===== src/rtl/delayprog_pkg.sv =====
`default_nettype none
// ============================================================================
// Module   : delayprog_pkg
// Brief    : Shared types and defaults for the programmable delay cell.
// Revision : 1.0 - initial release
// ============================================================================
package delayprog_pkg;

  // Per-channel edge mode, encoded as the 2-bit mode field of each channel.
  typedef enum logic [1:0] {
    MODE_RISE = 2'b00,
    MODE_FALL = 2'b01,
    MODE_BOTH = 2'b10,
    MODE_BYP  = 2'b11
  } mode_e;

  // Channel FSM states; the output level is implied by the state.
  typedef enum logic [1:0] {
    LO = 2'b00,
    DR = 2'b01,
    HI = 2'b10,
    DF = 2'b11
  } state_e;

  localparam int CNTW_DEF = 8;
  localparam int SYNC_DEF = 2;

  // True when the mode delays rising edges.
  function automatic logic delays_rise(input logic [1:0] m);
    return (m == MODE_RISE) || (m == MODE_BOTH);
  endfunction

  // True when the mode delays falling edges.
  function automatic logic delays_fall(input logic [1:0] m);
    return (m == MODE_FALL) || (m == MODE_BOTH);
  endfunction

endpackage
`default_nettype wire


===== src/rtl/delayprog_chan.sv =====
`default_nettype none
// ============================================================================
// Module   : delayprog_chan
// Brief    : One delay channel: input synchroniser, edge FSM, down-counter
//            and sticky glitch flag.
// Revision : 1.0 - initial release
// ============================================================================
module delayprog_chan
  import delayprog_pkg::*;
#(
  parameter int CNTW = CNTW_DEF,
  parameter int SYNC = SYNC_DEF
) (
  input  logic            clk,
  input  logic            rst_n,
  input  logic            vdd,
  input  logic            gnd,
  input  logic            sub,
  input  logic            i,
  input  logic            en,
  input  logic [1:0]      mode,
  input  logic [CNTW-1:0] dly,
  input  logic            glitch_clr,
  output logic            o,
  output logic            busy,
  output logic            glitch
);

  // A single flop is not a synchroniser; shallower requests are raised to 2.
  localparam int SD = (SYNC < 2) ? 2 : SYNC;

  localparam logic [1:0] ST_LO = LO;
  localparam logic [1:0] ST_DR = DR;
  localparam logic [1:0] ST_HI = HI;
  localparam logic [1:0] ST_DF = DF;

  logic [SD-1:0]   sync_q;
  logic            is;
  logic [1:0]      state;
  logic [CNTW-1:0] cnt;
  logic            glitch_set;
  logic            unused_supply;

  // Supply pins are carried for netlist compatibility only.
  assign unused_supply = vdd ^ gnd ^ sub;

  assign is = sync_q[SD-1];

  // Synchroniser shift chain; runs independently of the enable.
  always_ff @(posedge clk or negedge rst_n) begin
    if (!rst_n) sync_q <= '0;
    else        sync_q <= {sync_q[SD-2:0], i};
  end

  // A pending edge is cancelled when the input returns before the count ends.
  always_comb begin
    glitch_set = 1'b0;
    if (en) begin
      glitch_set = ((state == ST_DR) && !is) || ((state == ST_DF) && is);
    end
  end

  // Edge FSM with counter; mode and dly are only captured when a count starts.
  always_ff @(posedge clk or negedge rst_n) begin
    if (!rst_n) begin
      state <= ST_LO;
      cnt   <= '0;
      o     <= 1'b0;
      busy  <= 1'b0;
    end else if (!en) begin
      state <= ST_LO;
      cnt   <= '0;
      o     <= 1'b0;
      busy  <= 1'b0;
    end else begin
      case (state)
        ST_LO: begin
          if (is) begin
            if (delays_rise(mode)) begin
              state <= ST_DR;
              cnt   <= dly;
              busy  <= 1'b1;
            end else begin
              state <= ST_HI;
              o     <= 1'b1;
            end
          end
        end
        ST_HI: begin
          if (!is) begin
            if (delays_fall(mode)) begin
              state <= ST_DF;
              cnt   <= dly;
              busy  <= 1'b1;
            end else begin
              state <= ST_LO;
              o     <= 1'b0;
            end
          end
        end
        ST_DR: begin
          if (!is) begin
            state <= ST_LO;
            busy  <= 1'b0;
          end else if (cnt == '0) begin
            state <= ST_HI;
            o     <= 1'b1;
            busy  <= 1'b0;
          end else begin
            cnt <= cnt - 1'b1;
          end
        end
        default: begin
          if (is) begin
            state <= ST_HI;
            busy  <= 1'b0;
          end else if (cnt == '0) begin
            state <= ST_LO;
            o     <= 1'b0;
            busy  <= 1'b0;
          end else begin
            cnt <= cnt - 1'b1;
          end
        end
      endcase
    end
  end

  // Sticky glitch flag; a new cancellation beats a simultaneous clear.
  always_ff @(posedge clk or negedge rst_n) begin
    if (!rst_n)          glitch <= 1'b0;
    else if (glitch_set) glitch <= 1'b1;
    else if (glitch_clr) glitch <= 1'b0;
  end

endmodule
`default_nettype wire


===== src/rtl/delayprog_multi.sv =====
`default_nettype none
// ============================================================================
// Module   : delayprog_multi
// Brief    : NCH independent programmable delay / glitch-filter channels.
// Revision : 1.0 - initial release
// ============================================================================
module delayprog_multi
  import delayprog_pkg::*;
#(
  parameter int NCH  = 4,
  parameter int CNTW = CNTW_DEF,
  parameter int SYNC = SYNC_DEF
) (
  input  logic                CELCLK,
  input  logic                CELRSTN,
  input  logic                CELV,
  input  logic                CELG,
  input  logic                CELSUB,
  input  logic [NCH-1:0]      i,
  input  logic [NCH-1:0]      en,
  input  logic [2*NCH-1:0]    mode,
  input  logic [CNTW*NCH-1:0] dly,
  input  logic [NCH-1:0]      glitch_clr,
  output logic [NCH-1:0]      o,
  output logic [NCH-1:0]      busy,
  output logic [NCH-1:0]      glitch
);

  // One channel per bit; mode and dly are sliced per channel.
  for (genvar c = 0; c < NCH; c++) begin : g_chan
    delayprog_chan #(
      .CNTW (CNTW),
      .SYNC (SYNC)
    ) u_chan (
      .clk        (CELCLK),
      .rst_n      (CELRSTN),
      .vdd        (CELV),
      .gnd        (CELG),
      .sub        (CELSUB),
      .i          (i[c]),
      .en         (en[c]),
      .mode       (mode[2*c +: 2]),
      .dly        (dly[CNTW*c +: CNTW]),
      .glitch_clr (glitch_clr[c]),
      .o          (o[c]),
      .busy       (busy[c]),
      .glitch     (glitch[c])
    );
  end

endmodule
`default_nettype wire


===== config.mk =====
export PLATFORM = sky130hd
export DESIGN_NAME = delayprog_multi
export DESIGN_NICKNAME = d
export VERILOG_FILES = /design/src/rtl/delayprog_pkg.sv /design/src/rtl/delayprog_chan.sv /design/src/rtl/delayprog_multi.sv
export SDC_FILE = /design/constraint.sdc
export NUM_CORES = 1
export LEC_CHECK = 0
export CAP_MARGIN = 15
export CORE_MARGIN = 3
export CORE_UTILIZATION = 30
export DETAILED_ROUTE_END_ITERATION = 12
export GPL_ROUTABILITY_DRIVEN = 0
export PLACE_DENSITY_LB_ADDON = 0.08
export SLEW_MARGIN = 25
export SYNTH_ARGS = -nofsm -noshare
export SYNTH_HDL_FRONTEND = slang
export SYNTH_SLANG_ARGS = --single-unit

===== constraint.sdc =====
create_clock -name CELCLK -period 2.4 [get_ports CELCLK]
set_input_delay 0.6 -clock CELCLK [delete_from_list [all_inputs] [get_ports CELCLK]]
set_output_delay 0.6 -clock CELCLK [all_outputs]
set_load 0.05 [all_outputs]

==> out/results.tsv, run 1 <==
stage	metric	value	unit
run_status	status	finished, final reports clean	
detailed_routing	Post-Route WL	10.63	mm
finish	Area Overhead vs Synth	31.96	%
clock_network	worst-skew pair later-pin latency	0.33	ns
worst_setup_path	slowest CP cell	clkdlybuf4s50_1	
sta	RSZ-0062 raised after global routing	false	
clock_network	hold_buf cts	0	
clock_network	Sink Count	60	
global_route	busiest grt layer	met2	
logic_synthesis	syn_nets	534	
finish	fin cells	720	
floorplan	Ports	69	
worst_setup_path	worst-path cell chain	clkdlybuf4s50_1, inv_1, ha_1, or2_2, a221oi_2, buf_4, buf_4, nor2_1, a22oi_1, nand3_1	
worst_setup_path	Critical Path Start Type	input port	
worst_setup_path	path type of the worst setup path	in -> reg	
worst_setup_path	most frequent CP cell	buf_4	
detailed_routing	Iter 0 DRT Violations	256	
global_route	number of global-route vias before repair	3604	
finish	layout cells sized above 1	13.50	%
worst_setup_path	worst path required time	2.61	ns
power_and_ir_drop	PwrDens	762.1	nW/um^2
logic_synthesis	number of synthesized flops with an enable pin	0	
finish	n_diodes	0	
floorplan	die area	14700	um^2
logic_synthesis	share of synthesized registers carrying an async set or reset	100.0	%
finish	cell area after layout	5259	um^2
place	DP Area	4962	um^2
global_route	initial antenna violation count	0	
finish	fin util	41.00	%
clock_network	CTS H-tree lvls	3	
logic_synthesis	Yosys top cell by area	dfrtp_1	
detailed_routing	Post-DRT Antenna Nets	0	
detailed_routing	via count	3684	
logic_synthesis	main area contributors after synthesis	dfrtp_1 (38%), ha_1 (5.0%), nor2_1 (3.7%)	
worst_setup_path	critical path's top delay family	buffers and inverters	
sta	fin crit period	2.245	ns
clock_network	CTS resizes	0	
clock_network	CTS tree	done	
floorplan	Die H	121.3	um
logic_synthesis	Primary FF master, synth	dfrtp_1	
global_route	met3 GRT Util	4.476	%
sta	Final Cycle Share	93.56	%
flow_run	Max Cap Viol	0	
sta	Fin. Hold Viols	0	
detailed_routing	Via density	5.117	
global_route	GR met1 Demand/Resource	20.56	%
logic_synthesis	register area share after synthesis	37.68	%
finish	combined area of the multi-input logic cells	2160	um^2
place	Inst Count DP	705	
logic_synthesis	number of distinct library cells after synthesis	76	
clock_network	Setup Fix Bufs, Post-CTS	0	
floorplan	starting density of the core	31.07	%
logic_synthesis	post-synthesis register bit count	60	
global_route	gr ovfl total	0	
sta	Slew headroom	65.30	%
worst_setup_path	Crit Path Max Fanout	6	
power_and_ir_drop	Static Leak	2.275	nW
global_route	first-pass GRT wire length	17.95	mm
logic_synthesis	top post-synthesis cells by count	dfrtp_1 (60), nor2_1 (39), nand2_1 (37)	
worst_setup_path	max incr delay on CP	0.45	ns
sta	setup_tns	0	ns
global_route	largest net degree at the start of global routing	61	
logic_synthesis	mapped cell area	3985	um^2
detailed_routing	drt wl/cell	14.77	um
finish	nets@finish	617	
detailed_routing	# DRC	0	
finish	register area	1501	um^2
worst_setup_path	crit end category	register	
detailed_routing	drt pass-1 iters	7	
place	I/O Buffers	65	
worst_setup_path	R2R cell count	7	
global_route	met2 usage	23.48	%
worst_setup_path	CP Depth	10	
hold_path	HP Class	in -> async	
sta	fin. max-slew vios	0	
worst_setup_path	arrival time at the worst endpoint	2.45	ns
clock_network	Num CTS Buffers	9	
finish	Fillers	1303	
sta	Clock Skew	0.007784	ns
clock_network	CTS root buf	clkbuf_16	
sta	Setup Viol. Count Final	0	
logic_synthesis	Synth top area share	37.68	%
global_route	GRT Resource Usage Total	15.14	%
logic_synthesis	warning count from the yosys run	0	
place	Detailed Place HPWL	7.644	mm
clock_network	CTS Buffer Depth	2	
floorplan	core area	12820	um^2
worst_setup_path	buffers plus inverters on the worst setup path	4	
logic_synthesis	Avg Cell Area, Syn	8.644	um^2
floorplan	row cnt	41	
power_and_ir_drop	worst-case vdd ir drop	467.6	uV
logic_synthesis	Synth Instances	461	
sta	fmax	0.4454	GHz
floorplan	DIE WIDTH	121.3	um
sta	worst-margin pin slew	0.5188	ns
logic_synthesis	cell with the most instances after synthesis	dfrtp_1	
clock_network	register clock-pin slew on the reported worst setup and hold paths	0.05	ns
==> cells in the final DEF, fill, tap and decap left out, drive strengths merged, types with 12 or more instances in the layout <==
cell	synthesis	layout
nand2	37	37
dfrtp	60	60
nor2b	12	12
clkbuf	11	14
inv	36	36
clkdlybuf4s50	0	64
ha	16	16
nor2	40	40
a31oi	14	14
a21oi	24	24
buf	21	40
o21ai	30	30
nor3	16	16
==> area by class of cell <==
cell class              count  area share (%)
multi-input cells         331           41.07
flip-flops and latches     60           28.55
repair buffers            104           18.08
clock buffers              14           5.401
well taps                 172           4.092
inverters                  38           2.712
clock inverters             1         0.09517
==> final timing paths <==
path | start | end | slack [ns]
worst min register to register | g_chan[1].u_chan.sync_q[0]$_DFF_PN0_ | g_chan[1].u_chan.sync_q[1]$_DFF_PN0_ | 0.35
worst max-delay path | mode[0] | g_chan[0].u_chan.cnt[6]$_DFFE_PN0P_ | 0.15
worst min-delay path | CELRSTN | g_chan[1].u_chan.glitch$_DFFE_PN0P_ | 0.28
worst max register to register | g_chan[1].u_chan.cnt[0]$_DFFE_PN0P_ | g_chan[1].u_chan.cnt[6]$_DFFE_PN0P_ | 0.23
min in group CELCLK | g_chan[1].u_chan.sync_q[0]$_DFF_PN0_ | g_chan[1].u_chan.sync_q[1]$_DFF_PN0_ | 0.35
max in group asynchronous | CELRSTN | g_chan[0].u_chan.busy$_DFFE_PN0P_ | 1.84
==> kinds of logic (layout without fill, tap and decap cells) <==
family | Yosys count | in the layout | share of synthesized area, %
simple gates | 155 | 155 | 19.91
compound gates | 150 | 150 | 26.66
flops | 60 | 60 | 37.68
xor+xnor | 4 | 4 | 0.8793
buf+inv | 70 | 157 | 8.320
mux | 6 | 6 | 1.538
fa+ha+maj | 16 | 16 | 5.023
==> layer usage <==
metal	vias up	routed length [um]	share of wire (%)
li1	1853	-	-
met3	4	489	4.6
met1	1746	5069	48
met2	81	5009	47
met5	-	0	0
met4	0	63	0.59
==> power breakdown <==
| group | total, mW | switching, mW | internal (mW) |
|---|---|---|---|
| clock network | 1.25 | 0.449 | 0.804 |
| registers | 1.32 | 0.164 | 1.16 |
| logic | 1.43 | 0.805 | 0.629 |
==> sequential cells by signal (all words and copies together) (netlist names) <==
name / cells
g_chan.u_chan.glitch: 4
g_chan.u_chan.cnt: 32
g_chan.u_chan.o: 4
g_chan.u_chan.sync_q: 8
g_chan.u_chan.state: 8
g_chan.u_chan.busy: 4
==> stage by stage <==
stage	setup slack, ns	power, mW	hold WS (ns)
global placement	-0.1700	2.761	0.3340
CTS	0.1600	4.061	0.2859
detailed placement	-0.2022	2.765	0.3371
floorplan	0.3103	2.297	0.3044
global route	0.003286	4.289	0.3010
finish	0.1546	4.008	0.2832
(Power assumes the default switching activity.)
==> inputs of run 2 (changes only) <==
--- a/config.mk
+++ b/config.mk
@@ -5,12 +5,14 @@
 export SDC_FILE = /design/constraint.sdc
 export NUM_CORES = 1
 export LEC_CHECK = 0
+export ABC_CLOCK_PERIOD_IN_PS = 2310
 export CAP_MARGIN = 15
 export CORE_MARGIN = 3
 export CORE_UTILIZATION = 30
 export DETAILED_ROUTE_END_ITERATION = 12
 export GPL_ROUTABILITY_DRIVEN = 0
 export PLACE_DENSITY_LB_ADDON = 0.08
+export SKIP_CTS_REPAIR_TIMING = 1
 export SLEW_MARGIN = 25
 export SYNTH_ARGS = -nofsm -noshare
 export SYNTH_HDL_FRONTEND = slang
==> constraint.sdc (replaced) <==
create_clock -name CELCLK -period 2.31 [get_ports CELCLK]
set_input_delay 0.5775 -clock CELCLK [delete_from_list [all_inputs] [get_ports CELCLK]]
set_output_delay 0.5775 -clock CELCLK [all_outputs]
set_load 0.05 [all_outputs]
==> out/results.tsv, run 2 (synthesized netlist as in run 1, its figures left out) <==
stage	metric	value	unit	change
run_status	status	finished, final reports clean		
floorplan	DIE WIDTH	121.3	um	unchanged
detailed_routing	via count	3817		+3.6%
power_and_ir_drop	design internal power	2.758	mW	+6.5%
global_route	number of global-route vias before repair	3846		+6.7%
power_and_ir_drop	share of power burned in registers	32.2	%	-0.8 points
place	DP Area	5007	um^2	+0.91%
place	Setup WS pre-CTS	-0.2477	ns	-0.04550 ns
worst_setup_path	worst path required time	2.53	ns	-0.08 ns
clock_network	CTS Buffer Depth	2		unchanged
finish	max reg flops	32		unchanged
sta	Slew headroom	65.15	%	-0.15 points
flow_run	Max Cap Viol	0		unchanged
sta	RSZ-0062 raised after global routing	false		
worst_setup_path	R2R cell count	8		+1
floorplan	starting density of the core	31.07	%	unchanged
worst_setup_path	RR Endpoint	g_chan[1].u_chan.cnt[2]$_DFFE_PN0P_		
detailed_routing	drt pass-1 iters	4		-3
worst_setup_path	Critical Path Start Type	input port		
place	Detailed Place HPWL	8.076	mm	+5.6%
global_route	GRT Resource Usage Total	15.95	%	+0.81 points
clock_network	worst-skew pair later-pin latency	0.34	ns	about the same
global_route	initial antenna violation count	0		unchanged
detailed_routing	drt wl/cell	15.01	um	+1.6%
finish	most common cell after layout, fill and taps aside	clkdlybuf4s50_1		
floorplan	Die H	121.3	um	unchanged
finish	most frequent cells in the layout	clkdlybuf4s50_1 (63), dfrtp_1 (60), buf_4 (47)		
power_and_ir_drop	Sw Share	35.25	%	-0.11 points
sta	fin. max-slew vios	0		unchanged
power_and_ir_drop	worst-case vdd ir drop	451.5	uV	-3.4%
floorplan	row cnt	41		unchanged
clock_network	CTS root buf	clkbuf_16		
sta	fmax	0.4509	GHz	
finish	Fillers	1308		+0.38%
finish	layout cells sized above 1	15.03	%	+1.5 points
detailed_routing	Via density	5.222		+2.1%
sta	Final Cycle Share	96.00	%	
sta	setup_tns	0	ns	unchanged
sta	Clock Skew	0.005251	ns	-0.002533 ns
sta	hold slack	0.1522	ns	-0.1310 ns
worst_setup_path	crit end category	register		
finish	biggest regs	g_chan.u_chan.cnt: 32 flops, g_chan.u_chan.state: 8 flops, g_chan.u_chan.sync_q: 8 flops		
finish	Reg with most FFs	g_chan.u_chan.cnt		
worst_setup_path	Crit Path Max Fanout	6		unchanged
clock_network	Sink Count	60		unchanged
sta	fin crit period	2.218	ns	
power_and_ir_drop	Clk pwr share	32.0	%	+0.7 points
worst_setup_path	arrival time at the worst endpoint	2.44	ns	about the same
worst_setup_path	RR Startpoint	g_chan[1].u_chan.cnt[1]$_DFFE_PN0P_		
detailed_routing	# DRC	0		unchanged
power_and_ir_drop	Comb pwr share	35.8	%	about the same
worst_setup_path	path type of the worst setup path	in -> reg		
sta	Fin. Hold Viols	0		unchanged
detailed_routing	Post-DRT Antenna Nets	0		unchanged
clock_network	Num CTS Buffers	9		unchanged
hold_path	HP Class	in -> async		
finish	nets@finish	627		+1.6%
global_route	first-pass GRT wire length	18.83	mm	+4.9%
sta	Setup Viol. Count Final	0		unchanged
worst_setup_path	flop2flop setup slack	0.20	ns	-0.03 ns
global_route	largest net degree at the start of global routing	30		-51%
power_and_ir_drop	PwrDens	795.7	nW/um^2	+4.4%
clock_network	CTS H-tree lvls	3		unchanged
clock_network	CTS tree	done		
finish	cell area after layout	5354	um^2	+1.8%
finish	n_diodes	0		unchanged
detailed_routing	Iter 0 DRT Violations	177		-31%
floorplan	die area	14700	um^2	unchanged
floorplan	core area	12820	um^2	unchanged
sta	final setup margin	0.09243	ns	-0.06220 ns
place	I/O Buffers	65		unchanged
sta	worst-margin pin slew	0.5228	ns	+0.004037 ns
finish	Area Overhead vs Synth	34.35	%	
power_and_ir_drop	PnR Total Power	4.260	mW	+6.3%
floorplan	Ports	69		unchanged
power_and_ir_drop	Static Leak	2.337	nW	+2.7%
global_route	gr ovfl total	0		unchanged
clock_network	register clock-pin slew on the reported worst setup and hold paths	0.06	ns	about the same
power_and_ir_drop	P_sw	1.502	mW	+6.0%
detailed_routing	Post-Route WL	10.97	mm	+3.2%
run 2: cell type report:
type	instances	area (um^2)	share of cell area, %
Sequential cell	60	1501	28.04
Tap cell	172	215.2	4.020
Multi-Input combinational cell	331	2161	40.36
Timing Repair Buffer	114	1032	19.28
Inverter	38	142.6	2.664
Clock buffer	16	301.5	5.632
run 2: worst max path at each step:
stage / from / to / slack (ns) / cells past startpoint
after floorplan: mode[0] / g_chan[0].u_chan.cnt[0]$_DFFE_PN0P_ / 0.24 / 7
after global placement: mode[1] / g_chan[0].u_chan.cnt[0]$_DFFE_PN0P_ / -0.23 / 9
after detailed placement: mode[0] / g_chan[0].u_chan.cnt[6]$_DFFE_PN0P_ / -0.25 / 10
after CTS: g_chan[1].u_chan.cnt[1]$_DFFE_PN0P_ / g_chan[1].u_chan.cnt[7]$_DFFE_PN0P_ / 0.07 / 8
after global routing: mode[0] / g_chan[0].u_chan.cnt[6]$_DFFE_PN0P_ / 0.004 / 10
final: mode[0] / g_chan[0].u_chan.cnt[0]$_DFFE_PN0P_ / 0.09 / 9
run 2: per-stage QoR:
| step | util [%] | cells |
|---|---|---|
| finish | 41.75 | 731 |
| global route | 41.75 | 731 |
| CTS | 41.40 | 727 |
| detailed placement | 39.04 | 711 |
| global placement | 39.04 | 711 |
| floorplan | - | 461 |
run 2: critical path, cell delays in order:
cell	delay (ns)
clkdlybuf4s50_1	0.45
inv_1	0.05
ha_1	0.18
or2_2	0.31
a221oi_2	0.26
buf_4	0.17
nor2_1	0.05
a41o_1	0.22
a22o_1	0.17
run 2: metal layers:
metal / vias to the layer above / global-route usage, % / wire length (um)
li1: 1869 / - / -
met1: 1835 / 20.60 / 5037
met5: - / 0 / 0
met2: 98 / 25.49 / 5146
met4: 0 / 4.832 / 169
met3: 15 / 5.175 / 617
run 2: power by group through the flow:
stage	logic [mW]	clock network, mW	registers [mW]
6_report	1.52	1.36	1.37
5_1_grt	1.70	1.44	1.40
4_1_cts	1.52	1.41	1.37
3_5_place_dp	1.51	0	1.39
3_3_place_gp	1.50	0	1.39
2_1_floorplan	1.06	0	1.32
==> inputs of run 3 (changes only) <==
--- a/config.mk
+++ b/config.mk
@@ -10,8 +10,8 @@
 export CORE_MARGIN = 3
 export CORE_UTILIZATION = 30
 export DETAILED_ROUTE_END_ITERATION = 12
-export GPL_ROUTABILITY_DRIVEN = 0
 export PLACE_DENSITY_LB_ADDON = 0.08
+export RECOVER_POWER = 50
 export SKIP_CTS_REPAIR_TIMING = 1
 export SLEW_MARGIN = 25
 export SYNTH_ARGS = -nofsm -noshare
==> out/results.tsv, run 3 (synthesized netlist as in run 1, its figures left out) <==
stage	metric	value	unit	change
detailed_routing	via count	3807		-0.26%
floorplan	row cnt	41		unchanged
detailed_routing	drt pass-1 iters	4		unchanged
detailed_routing	Iter 0 DRT Violations	177		unchanged
detailed_routing	Post-DRT Antenna Nets	0		unchanged
clock_network	CTS Buffer Depth	2		unchanged
clock_network	Num CTS Buffers	9		unchanged
finish	n_diodes	0		unchanged
sta	fmax	0.4509	GHz	about the same
finish	fin util	41.59	%	-0.16 points
worst_setup_path	crit end category	register		
floorplan	core area	12820	um^2	unchanged
power_and_ir_drop	Comb pwr share	35.7	%	about the same
clock_network	CTS H-tree lvls	3		unchanged
place	Inst Count DP	711		unchanged
global_route	gr ovfl total	0		unchanged
sta	fin. max-slew vios	0		unchanged
power_and_ir_drop	share of power burned in registers	32.3	%	about the same
run_status	status	finished, final reports clean		
global_route	initial antenna violation count	0		unchanged
place	I/O Buffers	65		unchanged
power_and_ir_drop	design internal power	2.753	mW	-0.19%
detailed_routing	drt wl/cell	15.00	um	about the same
finish	most frequent cells in the layout	dfrtp_1 (60), clkdlybuf4s50_1 (59), buf_4 (46)		
sta	Final Cycle Share	96.00	%	about the same
global_route	largest net degree at the start of global routing	30		unchanged
sta	worst-margin pin slew	1.117	ns	+0.5941 ns
worst_setup_path	RR Endpoint	g_chan[1].u_chan.cnt[2]$_DFFE_PN0P_		
clock_network	register clock-pin slew on the reported worst setup and hold paths	0.06	ns	about the same
power_and_ir_drop	PwrDens	797.8	nW/um^2	+0.26%
worst_setup_path	Crit Path Max Fanout	6		unchanged
detailed_routing	Post-Route WL	10.96	mm	about the same
sta	RSZ-0062 raised after global routing	false		
worst_setup_path	arrival time at the worst endpoint	2.44	ns	about the same
floorplan	starting density of the core	31.07	%	unchanged
worst_setup_path	Critical Path Start Type	input port		
place	Setup WS pre-CTS	-0.2477	ns	unchanged
place	Detailed Place HPWL	8.076	mm	unchanged
worst_setup_path	crit path from	mode[0]		
power_and_ir_drop	Clk pwr share	32.0	%	about the same
worst_setup_path	RR Startpoint	g_chan[1].u_chan.cnt[1]$_DFFE_PN0P_		
finish	nets@finish	627		unchanged
finish	combined area of the multi-input logic cells	2161	um^2	unchanged
detailed_routing	Via density	5.208		-0.26%
floorplan	die area	14700	um^2	unchanged
place	GP Congestion	0.8425		
sta	Slew headroom	25.54	%	-40 points
finish	register area	1501	um^2	unchanged
sta	Setup Viol. Count Final	0		unchanged
sta	Clock Skew	0.005606	ns	+0.0003547 ns
hold_path	HP Class	in -> async		
sta	fin crit period	2.218	ns	+0.00002760 ns
clock_network	Sink Count	60		unchanged
sta	hold slack	0.3029	ns	+0.1507 ns
worst_setup_path	R2R cell count	8		unchanged
finish	biggest regs	g_chan.u_chan.cnt: 32 flops, g_chan.u_chan.state: 8 flops, g_chan.u_chan.sync_q: 8 flops		
floorplan	Die H	121.3	um	unchanged
sta	Fin. Hold Viols	0		unchanged
clock_network	CTS root buf	clkbuf_16		
sta	setup_tns	0	ns	unchanged
finish	Fillers	1311		+0.23%
finish	max reg flops	32		unchanged
worst_setup_path	worst path required time	2.53	ns	about the same
global_route	GRT Resource Usage Total	15.95	%	unchanged
worst_setup_path	path type of the worst setup path	in -> reg		
detailed_routing	# DRC	0		unchanged
worst_setup_path	flop2flop setup slack	0.20	ns	about the same
floorplan	DIE WIDTH	121.3	um	unchanged
sta	final setup margin	0.09240	ns	-0.00002760 ns
finish	fin cells	731		unchanged
power_and_ir_drop	Static Leak	2.327	nW	-0.45%
power_and_ir_drop	worst-case vdd ir drop	451.4	uV	about the same
finish	Area Overhead vs Synth	33.85	%	
global_route	number of global-route vias before repair	3846		unchanged
finish	most common cell after layout, fill and taps aside	dfrtp_1		
clock_network	worst-skew pair later-pin latency	0.34	ns	about the same
power_and_ir_drop	P_sw	1.502	mW	about the same
flow_run	Max Cap Viol	0		unchanged
power_and_ir_drop	Sw Share	35.31	%	+0.052 points
place	DP Area	5007	um^2	unchanged
clock_network	CTS tree	done		
finish	cell area after layout	5334	um^2	-0.37%
finish	layout cells sized above 1	14.67	%	-0.36 points
power_and_ir_drop	PnR Total Power	4.255	mW	-0.11%
floorplan	Ports	69		unchanged
global_route	first-pass GRT wire length	18.83	mm	unchanged
finish	Reg with most FFs	g_chan.u_chan.cnt		
run 3: power groups by stage:
stage / Combinational [mW] / Clock [mW] / Sequential [mW]
final: 1.52 / 1.36 / 1.37
after global routing: 1.70 / 1.44 / 1.40
after CTS: 1.52 / 1.41 / 1.37
after detailed placement: 1.51 / 0 / 1.39
after global placement: 1.50 / 0 / 1.39
after floorplan: 1.06 / 0 / 1.32
run 3: worst max-delay path, stage by stage:
cell and delay (ns):
clkdlybuf4s50_1 0.45, inv_1 0.05, ha_1 0.18, or2_2 0.31
a221oi_2 0.26, buf_4 0.17, nor2_1 0.05, a41o_1 0.22
a22o_1 0.17
run 3: worst max-delay path by stage:
stage | end | depth (start not counted)
5_1_grt | g_chan[0].u_chan.cnt[6]$_DFFE_PN0P_ | 10
4_1_cts | g_chan[1].u_chan.cnt[7]$_DFFE_PN0P_ | 8
6_report | g_chan[0].u_chan.cnt[0]$_DFFE_PN0P_ | 9
3_3_place_gp | g_chan[0].u_chan.cnt[0]$_DFFE_PN0P_ | 9
2_1_floorplan | g_chan[0].u_chan.cnt[0]$_DFFE_PN0P_ | 7
3_5_place_dp | g_chan[0].u_chan.cnt[6]$_DFFE_PN0P_ | 10
run 3: per-layer routing:
metal | global-route usage [%] | part of all wire, %
met5 | 0 | 0
met2 | 25.49 | 47
met3 | 5.175 | 5.6
met1 | 20.60 | 46
met4 | 4.832 | 1.5
run 3: cell type report:
type                       instances  area share [%]
tap                              172           4.035
sequential                        60           28.15
clock buffer                      16           5.653
timing repair buffer             114           18.98
multi-input combinational        331           40.51
inverter                          38           2.674
